--- src/rtl/alu_muldiv_ctrl.sv ---
// alu_muldiv_ctrl: 4-bit ALU operation decode plus an iterative multiply/divide
// engine owning the HI/LO registers. One multiply or divide runs at a time and
// stalls the execute path until HI/LO hold the result.
module alu_muldiv_ctrl #(
    parameter int WIDTH = 32,
    parameter int CNT_W = $clog2(WIDTH) + 1
) (
    input  logic             clk,
    input  logic             rst_n,
    input  logic             instr_valid,
    input  logic [1:0]       alu_op,
    input  logic [5:0]       funct,
    input  logic [WIDTH-1:0] rs_val,
    input  logic [WIDTH-1:0] rt_val,
    output logic [3:0]       alu_control,
    output logic             md_stall,
    output logic             md_done,
    output logic             div_by_zero,
    output logic [WIDTH-1:0] md_rdata,
    output logic [WIDTH-1:0] hi,
    output logic [WIDTH-1:0] lo
);

    // ALU select codes
    localparam logic [3:0] ALU_AND  = 4'b0000;
    localparam logic [3:0] ALU_OR   = 4'b0001;
    localparam logic [3:0] ALU_ADD  = 4'b0010;
    localparam logic [3:0] ALU_XOR  = 4'b0011;
    localparam logic [3:0] ALU_SUB  = 4'b0110;
    localparam logic [3:0] ALU_SLT  = 4'b0111;
    localparam logic [3:0] ALU_SLL  = 4'b1000;
    localparam logic [3:0] ALU_SRL  = 4'b1001;
    localparam logic [3:0] ALU_SRA  = 4'b1010;
    localparam logic [3:0] ALU_NOR  = 4'b1100;
    localparam logic [3:0] ALU_SLTU = 4'b1111;

    // Multiply/divide and HI/LO access functs
    localparam logic [5:0] F_MFHI  = 6'b010000;
    localparam logic [5:0] F_MTHI  = 6'b010001;
    localparam logic [5:0] F_MFLO  = 6'b010010;
    localparam logic [5:0] F_MTLO  = 6'b010011;
    localparam logic [5:0] F_MULT  = 6'b011000;
    localparam logic [5:0] F_MULTU = 6'b011001;
    localparam logic [5:0] F_DIV   = 6'b011010;
    localparam logic [5:0] F_DIVU  = 6'b011011;

    typedef enum logic [1:0] {IDLE, EXEC, FIX, DONE} state_t;

    state_t            state, state_nxt;
    logic [CNT_W-1:0]  cnt;
    logic [WIDTH-1:0]  acc_hi;     // partial product high / running remainder
    logic [WIDTH-1:0]  acc_lo;     // multiplier shifting out / quotient shifting in
    logic [WIDTH-1:0]  op_b;       // multiplicand or divisor magnitude
    logic              neg_a;
    logic              neg_b;
    logic              op_div;

    logic              rtype;
    logic              f_arith;
    logic              f_md_any;
    logic              issue;
    logic              busy;
    logic              mt_write;
    logic              op_signed;
    logic [WIDTH-1:0]  a_mag;
    logic [WIDTH-1:0]  b_mag;

    logic [WIDTH:0]    add_sum;
    logic [WIDTH:0]    rem_shl;
    logic              rem_ge;
    logic [2*WIDTH-1:0] prod;
    logic [2*WIDTH-1:0] prod_fix;
    logic [WIDTH-1:0]  quo_fix;
    logic [WIDTH-1:0]  rem_fix;
    logic              b_zero;

    // ALU operation decode, independent of the engine state
    always_comb begin
        alu_control = ALU_ADD;
        case (alu_op)
            2'b00: alu_control = ALU_ADD;
            2'b01: alu_control = ALU_SUB;
            2'b11: alu_control = ALU_OR;
            default: begin
                case (funct)
                    6'b100000, 6'b100001: alu_control = ALU_ADD;
                    6'b100010, 6'b100011: alu_control = ALU_SUB;
                    6'b100100:            alu_control = ALU_AND;
                    6'b100101:            alu_control = ALU_OR;
                    6'b100110:            alu_control = ALU_XOR;
                    6'b100111:            alu_control = ALU_NOR;
                    6'b101010:            alu_control = ALU_SLT;
                    6'b101011:            alu_control = ALU_SLTU;
                    6'b000000:            alu_control = ALU_SLL;
                    6'b000010:            alu_control = ALU_SRL;
                    6'b000011:            alu_control = ALU_SRA;
                    default:              alu_control = ALU_ADD;
                endcase
            end
        endcase
    end

    // Instruction classification and operand magnitudes for issue
    always_comb begin
        rtype     = (alu_op == 2'b10);
        f_arith   = rtype && (funct == F_MULT || funct == F_MULTU ||
                              funct == F_DIV  || funct == F_DIVU);
        f_md_any  = f_arith || (rtype && (funct == F_MFHI || funct == F_MTHI ||
                                          funct == F_MFLO || funct == F_MTLO));
        issue     = rst_n && (state == IDLE) && instr_valid && f_arith;
        busy      = (state == EXEC) || (state == FIX);
        op_signed = (funct == F_MULT) || (funct == F_DIV);
        a_mag     = (op_signed && rs_val[WIDTH-1]) ? -rs_val : rs_val;
        b_mag     = (op_signed && rt_val[WIDTH-1]) ? -rt_val : rt_val;
        // md_stall is always low in IDLE for a move, so it need not be checked
        mt_write  = (state == IDLE) && instr_valid && rtype &&
                    (funct == F_MTHI || funct == F_MTLO);
    end

    // One iteration step and the sign-correction results
    always_comb begin
        add_sum  = {1'b0, acc_hi} + (acc_lo[0] ? {1'b0, op_b} : {(WIDTH+1){1'b0}});
        rem_shl  = {acc_hi, acc_lo[WIDTH-1]};
        rem_ge   = (rem_shl >= {1'b0, op_b});
        prod     = {acc_hi, acc_lo};
        prod_fix = (neg_a ^ neg_b) ? -prod : prod;
        quo_fix  = (neg_a ^ neg_b) ? -acc_lo : acc_lo;
        rem_fix  = neg_a ? -acc_hi : acc_hi;
        b_zero   = (op_b == '0);
    end

    // FSM state register
    always_ff @(posedge clk) begin
        if (!rst_n) state <= IDLE;
        else        state <= state_nxt;
    end

    // FSM next state
    always_comb begin
        state_nxt = state;
        case (state)
            IDLE: if (issue) state_nxt = EXEC;
            EXEC: if (cnt == CNT_W'(WIDTH - 1)) state_nxt = FIX;
            FIX:  state_nxt = DONE;
            DONE: state_nxt = IDLE;
            default: state_nxt = IDLE;
        endcase
    end

    // FSM outputs: stall for the issuing op or any HI/LO access while busy
    always_comb begin
        md_stall = 1'b0;
        md_rdata = '0;
        if (rst_n) begin
            md_stall = issue || (busy && instr_valid && f_md_any);
            if (instr_valid && rtype && funct == F_MFHI) md_rdata = hi;
            if (instr_valid && rtype && funct == F_MFLO) md_rdata = lo;
        end
    end

    // Engine datapath, HI/LO registers and the completion flags
    always_ff @(posedge clk) begin
        if (!rst_n) begin
            cnt         <= '0;
            acc_hi      <= '0;
            acc_lo      <= '0;
            op_b        <= '0;
            neg_a       <= 1'b0;
            neg_b       <= 1'b0;
            op_div      <= 1'b0;
            hi          <= '0;
            lo          <= '0;
            md_done     <= 1'b0;
            div_by_zero <= 1'b0;
        end else begin
            md_done     <= (state == FIX);
            div_by_zero <= (state == FIX) && op_div && b_zero;
            case (state)
                IDLE: begin
                    if (issue) begin
                        cnt    <= '0;
                        acc_hi <= '0;
                        acc_lo <= a_mag;
                        op_b   <= b_mag;
                        neg_a  <= op_signed && rs_val[WIDTH-1];
                        neg_b  <= op_signed && rt_val[WIDTH-1];
                        op_div <= (funct == F_DIV) || (funct == F_DIVU);
                    end else if (mt_write) begin
                        if (funct == F_MTHI) hi <= rs_val;
                        else                 lo <= rs_val;
                    end
                end
                EXEC: begin
                    cnt <= cnt + 1'b1;
                    if (op_div) begin
                        // restoring division: quotient bits shift into acc_lo
                        acc_hi <= rem_ge ? (rem_shl[WIDTH-1:0] - op_b) : rem_shl[WIDTH-1:0];
                        acc_lo <= {acc_lo[WIDTH-2:0], rem_ge};
                    end else begin
                        {acc_hi, acc_lo} <= {add_sum, acc_lo[WIDTH-1:1]};
                    end
                end
                FIX: begin
                    if (!op_div) begin
                        hi <= prod_fix[2*WIDTH-1:WIDTH];
                        lo <= prod_fix[WIDTH-1:0];
                    end else if (b_zero) begin
                        // remainder is |dividend|; restoring its sign yields rs_val
                        hi <= rem_fix;
                        lo <= '1;
                    end else begin
                        hi <= rem_fix;
                        lo <= quo_fix;
                    end
                end
                default: ;
            endcase
        end
    end

endmodule
--- config.mk ---
export PLATFORM = sky130hd
export DESIGN_NAME = alu_muldiv_ctrl
export DESIGN_NICKNAME = d
export VERILOG_FILES = /design/src/rtl/alu_muldiv_ctrl.sv
export SDC_FILE = /design/constraint.sdc
export NUM_CORES = 1
export LEC_CHECK = 0
export CORE_ASPECT_RATIO = 1.5
export CORE_MARGIN = 2
export CORE_UTILIZATION = 64
export CTS_BUF_LIST = sky130_fd_sc_hd__clkbuf_4
export CTS_CLUSTER_SIZE = 12
export DETAILED_ROUTE_END_ITERATION = 6
export PLACE_DENSITY = 0.9
export SYNTH_ARGS = -nofsm -noshare
export SYNTH_HDL_FRONTEND = slang
export SYNTH_SLANG_ARGS = --single-unit
--- constraint.sdc ---
create_clock -name clk -period 9.9 [get_ports clk]
set_clock_uncertainty 0.1 [all_clocks]
set_input_delay 1.98 -clock clk [delete_from_list [all_inputs] [get_ports clk]]
set_output_delay 1.98 -clock clk [all_outputs]
set_load 0.02 [all_outputs]
# Word level (Yosys, flattened, before mapping)
# Memory sizes are Yosys's and may differ from the RTL's.
# Index checks and enable logic that the tools add are counted.
# op_classes
add_sub_neg,8
order_cmp,1
n_eq_ne,21
muxes,34
bitwise,1
n_reduce_logical,39
# ops
op,count
32-bit 2-to-1 mux,22
32-bit case mux with 2 select lines,4
32-bit negator,4
64-bit 2-to-1 mux,1
64-bit negator,1
6-bit by 5-bit == test with 1-bit output (second input constant),9
32-bit by 32-bit adder with 33-bit output,1
33-bit by 32-bit greater-or-equal comparator with 1-bit output,1
32-bit zero test,1
32-bit subtractor,1
1-bit logical AND,17
1-bit logical OR,12
4-bit case mux with 3 select lines,1
6-bit case mux with 2 select lines,1
2-bit inequality test (second input constant),5
2-bit == test (second input constant),4
2-bit case mux with 4 select lines,1
4-bit AND reduction,2
6-bit by 1-bit adder with 6-bit output (second input constant),1
6-bit 2-to-1 mux,1
2-bit AND reduction,3
2-bit by 1-bit == test with 1-bit output (second input constant),2
2-bit zero test,2
2-bit 2-to-1 mux,2
4 further kinds,5
# totals
register_bits,173
mem_bits_ro,256
in_bits,75
out_inout_bits,103
wordCells,117
mem_count,1
# memory_table
memory,depth,width,read_ports,rd_clocked_by_memory_dff,wr,line,rtl
(name not given),64,4,1,0,0,85,case (funct)

# Logic depth before layout (Yosys ltp)
# Gate-level depths: netlist of the first run.
# logic_depth
depth_word,9
depth_mapped,14

# Worst setup path after synthesis of the first run
# OpenSTA, ideal clock, no wires.
# synth_timing
path_type,input to output
from,input funct[2]
to,output md_rdata[10]
t_arrival_ns,3.981
slack_ns,3.839
stages,8
path_buffers,3
cell_sequence,clkbuf_1 > or3b_2 > nor3_1 > and3_1 > clkbuf_1 > clkbuf_1 > a22oi_1 > nor2_1
# synth_between
elab_chain_cells,5
elab_cells_between_ends,7
cone_classes,2 x eq/ne; 3 x mux; 2 x reduce/logical
# synth_rtl
element,line,rtl
from (decl),12,"input logic [5:0] funct,"
6-bit by 5-bit == test with 1-bit output,156,if (instr_valid && rtype && funct == F_MFHI) md_rdata = hi;
1-bit logical AND,156,
32-bit 2-to-1 mux,156,
32-bit 2-to-1 mux (*),157,if (instr_valid && rtype && funct == F_MFLO) md_rdata = lo;
32-bit 2-to-1 mux (*),154,if (rst_n) begin
to (decl),19,"output logic [WIDTH-1:0] md_rdata,"
# Every way passes the cells marked *; elsewhere a longest branch is shown, timed or not.

# Worst setup path in the final report of the first run
# layout_timing
from,input funct[2]
to,output md_rdata[30]
# Same word-level chain as after synthesis.

==> qor_table.md, run 1 <==
| Item | Reported |
| --- | --- |
| Global placer's final weighted congestion | 1.047 |
| Total nets after synthesis | 2206 |
| Overall Global Routing Usage | 0.4427 |
| Final critical-path required period | 7137 ps |
| Largest stage delay, worst path | 620 ps |
| Aggregate negative setup slack | 0 ps |
| Clock latency of the later-clocked register in the worst-skew pair | 670 ps |
| Max Root-Sink Buffers | 2 |
| Routed via count | 16960 |
| H-tree level count | 4 |
| Sequential area share after synthesis | 0.2313 |
| Post-route DRC violation count | 0 |
| Post-synth EDFFs | 0 |
| Starting density of the core | 0.6517 |
| Sort of element at the start of the critical path | input pin |
| Synth area leader | dfxtp_1 |
| Root Buffer | clkbuf_4 |
| CP Data Required Time | 7820 ps |
| Distinct cell type count after synthesis | 85 |
| Leakage power figure | 6.454 nW |
| Asr flop ratio synth | 0 |
| Critical path capture point type | output port |
| Total Die Area | 24660 µm² |
| Antenna violations before repair | 4 |
| CTS Hold Buffers Added | 0 |
| DP HPWL | 40140 µm |
| Width of the die | 128.9 µm |
| Overall power after layout | 0.001639 W |
| Buffers on Ports | 177 |
| Count of synthesis-stage warnings from yosys | 0 |
| Status | finished clean |
| Cell with the biggest individual delay on the critical path | clkdlybuf4s50_1 |
| Routed wirelength normalized by instance count | 22.62 µm |
| Fraction of final layout cells with drive strength greater than 1 | 0.03933 |
| CP top delay family | buffers and inverters |
| Setup-violating endpoint count in the final report | 0 |
| Leading cell types in the layout, fill and taps excluded | 264 x nor2_1, 197 x a21oi_1, 177 x clkdlybuf4s50_1 |
| Number of sinks on the clock net | 173 |
| Growth of design area from synthesis to finish | 14.02% |
| Fmax | 0.1401 GHz |
| Global-route wire length before repair | 85260 µm |
| Avg Cell Area, Syn | 7.299 µm² |
| Flip-flop cell with the highest count after synthesis | dfxtp_1 |
| Height of the chip | 191.3 µm |
| Clock tree from TritonCTS | done |
| Mapped Area | 14970 µm² |
| Area share of the largest cell type after synthesis | 0.2313 |
| Resized cells post-CTS | 0 |
| Length of the first detailed-routing pass in iterations | 7 |
| Number of buffers created by CTS | 17 |
| Via count of the first global-routing pass | 16220 |
| I/O pin total | 178 |
| Cells along the critical path | clkdlybuf4s50_1 > or3b_2 > nor3_1 > and3_1 > buf_4 > a22oi_1 > nor2_1 > clkdlybuf4s50_1 |
| Maximum fanout along the worst path | 32 |
| Buffer count from post-CTS setup fixing | 0 |
| Portion of the clock cycle consumed by the worst path in the final layout | 0.7209 |
| Largest net degree at the start of global routing | 96 |
| Largest cells by area after synthesis | dfxtp_1 23%, nor2_1 6.6%, a21oi_1 6.6% |
| Clock-pin slew of the registers on the worst-case setup and hold paths | 150 ps |
| Util after Layout | 0.7431 |
| Number of nets in the layout | 2279 |
| Total of max-cap violations | 0 |
| Total overflow reported by the global router | 0 |
| Gate count after technology mapping | 2051 |
| Critical path buffer and inverter count | 3 |
| Reg-to-reg slack, setup | 5470 ps |
| Most common cell type on the critical path | clkdlybuf4s50_1 |
| Total of flip-flops plus latches after synthesis | 173 |
| Cell Rows | 68 |
| Classification of the worst setup path | in2out |
| Slew Limit Headroom | 0.2524 |
| Class of the worst hold path | reg2reg |
| DRT antenna net count | 0 |
| Final-report hold violation count | 0 |
| Number of filler instances in the final layout | 1855 |
| Max-slew violation count | 0 |
| Most frequent standard cell in the layout excluding fill and tap cells | nor2_1 |
| Total length of routed wires | 54670 µm |
| Worst-margin pin slew | 1120 ps |
| Floorplan core area | 22970 µm² |
| Average via count per standard cell | 7.017 |
| Unrepaired setup endpoints after global routing | false |
| DRT iter0 DRCs | 2046 |
| PD cells | 96.00 nW/µm² |
| Max rail drop VDD | 0.07962 mV |
| Crit path arrival time | 5060 ps |
[cell usage after synthesis (45+ instances only)]
| cell type | number |
|---|---|
| a211oi_1 | 54 |
| a21oi_1 | 198 |
| a22oi_1 | 49 |
| clkbuf_1 | 119 |
| dfxtp_1 | 173 |
| ha_1 | 78 |
| inv_1 | 78 |
| mux2i_1 | 54 |
| nand2_1 | 165 |
| nor2_1 | 265 |
| nor3_1 | 45 |
| o21ai_0 | 114 |
| xnor2_1 | 94 |
| xor2_1 | 76 |
[worst reg2reg max path: cells and delay by family (launching register included)]
family	cells	cell delay, ps
AOI/OAI and AO/OA	1	260
buffers and inverters	2	1330
DFF	1	710
and+or+nand+nor	4	1980
[report_power, final]
part | leakage (nW) | internal [W] | switching (W)
Clock | 0.190 | 0.000231 | 0.000296
Sequential | 1.39 | 0.000707 | 0.0000139
Combinational | 4.87 | 0.000126 | 0.000265
Total | 6.45 | 0.00106 | 0.000575
[metal layers]
metal,track usage,share of wire
met1,0.4573,0.33
met5,0,0.00075
met4,0.3913,0.10
met2,0.7245,0.47
met3,0.1251,0.097
[sequential cells by signal (all words and copies together), names as in the netlist, 2 cells and up]
signal  count
op_b       32
acc_hi     32
hi         32
acc_lo     32
cnt         6
state       2
lo         32
[final cells by class]
cell class                      instances  area (µm²)  share of cell area
Sequential cell                       173        3465              0.2030
Antenna cell                            1       2.502           0.0001466
Multi-Input combinational cell       1657       10690              0.6261
Timing Repair Buffer                  195        1907              0.1117
Tap cell                              280       350.3             0.02052
Clock inverter                         14       227.7             0.01334
Clock buffer                           17       127.6            0.007476
Inverter                               80       302.8             0.01774
[worst paths after layout]
| path | from | end | depth (start not counted) |
|---|---|---|---|
| worst max-delay path | funct[2] | md_rdata[30] | 8 |
| worst min-delay path | op_b[31]$_SDFFE_PN0P_ | op_b[31]$_SDFFE_PN0P_ | 2 |
| worst max register to register | op_div$_SDFFE_PN0P_ | lo[21]$_SDFFE_PN0P_ | 7 |
| worst min register to register | op_b[31]$_SDFFE_PN0P_ | op_b[31]$_SDFFE_PN0P_ | 2 |
[logic make-up (layout without fill, tap and decap cells)]
kind of cell	Yosys count	count (layout)	share of synthesized area
AOI/OAI and AO/OA	686	686	0.2980
and+or+nand+nor	666	666	0.2083
buffers and inverters	221	306	0.05817
DFF	173	173	0.2313
xor gates and xnor gates	170	170	0.09946
adders and majority gates	80	80	0.06786
muxes	55	55	0.03686
other	0	1	0
[per-stage QoR]
step | instance area (µm²) | cells | worst slack [ps] | hold WS [ps]
3_5_place_dp | 16710 | 2385 | 2809 | 347.7
2_1_floorplan | 14970 | 2051 | 3839 | 331.9
6_report | 17070 | 2417 | 2763 | 369.6
4_1_cts | 17070 | 2416 | 2813 | 366.6
3_3_place_gp | 16710 | 2385 | 2998 | 342.5
5_1_grt | 17070 | 2417 | 2641 | 405.0
No activity file was read; power rests on OpenSTA's default activity.
==> inputs of run 2 (changes only) <==
- CORE_UTILIZATION: 64 -> 53
- PLACE_DENSITY: 0.9 -> 0.79
- clock period: 9.9 -> 6.54 ns (I/O delays scaled with it)
==> run 2 against run 1 <==
Compared with the run above:
- the run now ends with DRC left
- routed wire length decreased by 0.20%
- flip-flop and latch count unchanged
- total power increased by 45%
- sequential power increased by 51%
- critical path type unchanged
- core utilization decreased by 13 points
- die area increased by 20%
- largest power group unchanged
- global-route usage decreased by 7.9 points
- register-to-register slack got worse by 3600 ps
- count of clock-buffer cells in the layout unchanged
- via count decreased by 2.6%
==> qor_table.md, run 2 (synthesis results as in run 1) <==
| Item | Reported | Delta |
| --- | --- | --- |
| Total Die Area | 29630 µm² | +20% |
| Most common cell type on the critical path | clkdlybuf4s50_1 |  |
| Portion of the clock cycle consumed by the worst path in the final layout | 0.8822 |  |
| Reg-to-reg slack, setup | 1870 ps | -3600 ps |
| Class of the worst hold path | reg2reg |  |
| Cells along the critical path | clkdlybuf4s50_1 > or3b_2 > nor3_1 > and3_1 > buf_4 > a22oi_1 > nor2_1 > clkdlybuf4s50_1 |  |
| DRT antenna net count | 0 | unchanged |
| Resized cells post-CTS | 0 | unchanged |
| Antenna violations before repair | 2 | -2 |
| Number of buffers created by CTS | 17 | unchanged |
| Floorplan core area | 27870 µm² | +21% |
| Clock-pin slew of the registers on the worst-case setup and hold paths | 150 ps | about the same |
| Root Buffer | clkbuf_4 |  |
| Routed wirelength normalized by instance count | 21.91 µm | -3.1% |
| Fmax | 0.1733 GHz |  |
| Worst Hold Path Cells | 2 | unchanged |
| Number of nets in the layout | 2284 | +0.22% |
| Unrepaired setup endpoints after global routing | false |  |
| Maximum fanout along the worst path | 32 | unchanged |
| PD cells | 138.7 nW/µm² | +45% |
| DP HPWL | 41480 µm | +3.3% |
| Via count of the first global-routing pass | 15750 | -2.9% |
| Slew Limit Headroom | 0.2179 | -0.03451 |
| Average via count per standard cell | 6.636 | -5.4% |
| Max rail drop VDD | 0.1087 mV | +36% |
| Length of the first detailed-routing pass in iterations | 7 | unchanged |
| Capture point of the worst reg-to-reg path | acc_hi[31]$_SDFFE_PN0P_ |  |
| Worst slack at placement | 837.7 ps | -1972 ps |
| Leading cell types in the layout, fill and taps excluded | 265 x nor2_1, 197 x a21oi_1, 177 x clkdlybuf4s50_1 |  |
| Setup-violating endpoint count in the final report | 0 | unchanged |
| Max Root-Sink Buffers | 2 | unchanged |
| Routed via count | 16520 | -2.6% |
| Crit path arrival time | 4360 ps | -700 ps |
| Endpoint, Worst Hold | op_b[31]$_SDFFE_PN0P_ |  |
| Most frequent standard cell in the layout excluding fill and tap cells | nor2_1 |  |
| Depth of the worst register-to-register path | 13 | +6 |
| Slack of the critical path | 770.2 ps | -1993 ps |
| Height of the chip | 209.8 µm | +9.7% |
| Worst-margin pin slew | 1170 ps | +50.06 ps |
| Clock latency of the later-clocked register in the worst-skew pair | 680 ps | about the same |
| Number of sinks on the clock net | 173 | unchanged |
| Global-route wire length before repair | 84880 µm | -0.45% |
| Classification of the worst setup path | in2out |  |
| H-tree level count | 4 | unchanged |
| Status | finished with violations |  |
| I/O pin total | 178 | unchanged |
| Largest net degree at the start of global routing | 84 | -13% |
| Worst Hold Launch | op_b[31]$_SDFFE_PN0P_ |  |
| Final critical-path required period | 5770 ps |  |
| Global placer's final weighted congestion | 0.9992 | -4.5% |
| Width of the die | 141.2 µm | +9.6% |
| Leakage power figure | 6.454 nW | about the same |
| Total overflow reported by the global router | 0 | unchanged |
| Total length of routed wires | 54560 µm | -0.20% |
| CP Data Required Time | 5130 ps | -2690 ps |
| Post-route DRC violation count | 1 | +1 |
| Buffers on Ports | 177 | unchanged |
| Starting density of the core | 0.5371 | -0.1145 |
| Cell with the biggest individual delay on the critical path | clkdlybuf4s50_1 |  |
| Sort of element at the start of the critical path | input pin |  |
| Growth of design area from synthesis to finish | 14.53% |  |
| Largest stage delay, worst path | 640 ps | +20 ps |
| Fraction of final layout cells with drive strength greater than 1 | 0.04062 | +0.001290 |
| Critical path capture point type | output port |  |
| Overall Global Routing Usage | 0.3641 | -0.07861 |
| Final-report hold violation count | 0 | unchanged |
| Clock tree from TritonCTS | done |  |
| Violations in the final reports | DRC |  |
| Total of max-cap violations | 0 | unchanged |
| Max-slew violation count | 0 | unchanged |
| Startpoint of the most critical register-to-register path | acc_lo[0]$_SDFFE_PN0P_ |  |
| Buffer count from post-CTS setup fixing | 0 | unchanged |
| DRT iter0 DRCs | 1529 | -25% |
| Cell Rows | 75 | +10% |
| CTS Hold Buffers Added | 0 | unchanged |
| Aggregate negative setup slack | 0 ps | unchanged |
==> run 2: changes by cell type in the layout (fill, tap and decap cells not counted) <==
cell | previous run | this run
nor2_2 | 1 | 0
nor2_1 | 264 | 265
clkinvlp_4 | 0 | 1
buf_4 | 18 | 23
inv_6 | 5 | 4
diode_2 | 1 | 2
clkinv_1 | 1 | 3
bufinv_16 | 5 | 3
clkinv_4 | 2 | 3
==> run 2: layout make-up <==
class	count	area (µm²)
multi-input cells	1657	10690
diodes	2	5.005
well taps	346	432.9
flip-flops and latches	173	3465
clock buffers	17	127.6
fillers	2552	10730
clock inverters	15	182.7
inverters	80	302.8
repair buffers	200	1944
==> run 2: how the worst max path moves through the flow <==
stage               startpoint      endpoint  slack, ps  cells past startpoint
floorplan             funct[2]  md_rdata[10]       1820                      8
global placement      funct[2]  md_rdata[26]        920                      8
detailed placement    funct[2]  md_rdata[23]        840                      8
CTS                   funct[2]  md_rdata[23]        820                      8
global route          funct[2]   md_rdata[0]        590                      8
finish                funct[2]  md_rdata[27]        770                      8
==> run 2: critical path, delay by kind of cell <==
kind	cells	cell delay, ps
simple gates	4	1310
buf+inv	3	1550
compound gates	1	150
==> run 2: through the flow <==
stage | cells | hold slack [ps] | utilization | area, µm² | total power [W]
5_1_grt | 2490 | 415.1 | 0.6152 | 17150 | 0.002463
6_report | 2490 | 371.3 | 0.6152 | 17150 | 0.002379
3_3_place_gp | 2456 | 344.3 | 0.6039 | 16830 | 0.001664
4_1_cts | 2488 | 372.5 | 0.6150 | 17140 | 0.002360
3_5_place_dp | 2456 | 353.7 | 0.6039 | 16830 | 0.001672
2_1_floorplan | 2051 | 331.9 | - | 14970 | 0.001463
==> run 2: where the power goes <==
group	switching [W]	internal, W	total, W
combinational	0.000387	0.000191	0.000579
sequential	0.0000210	0.00107	0.00109
clock	0.000438	0.000271	0.000709
==> run 2: metal layers <==
| layer | up-vias | global-route usage | part of all wire |
|---|---|---|---|
| li1 | 7663 | - | - |
| met4 | 0 | 0.2893 | 0.089 |
| met1 | 7792 | 0.3907 | 0.35 |
| met2 | 818 | 0.6297 | 0.49 |
| met3 | 251 | 0.05772 | 0.068 |
| met5 | - | 0 | 0 |
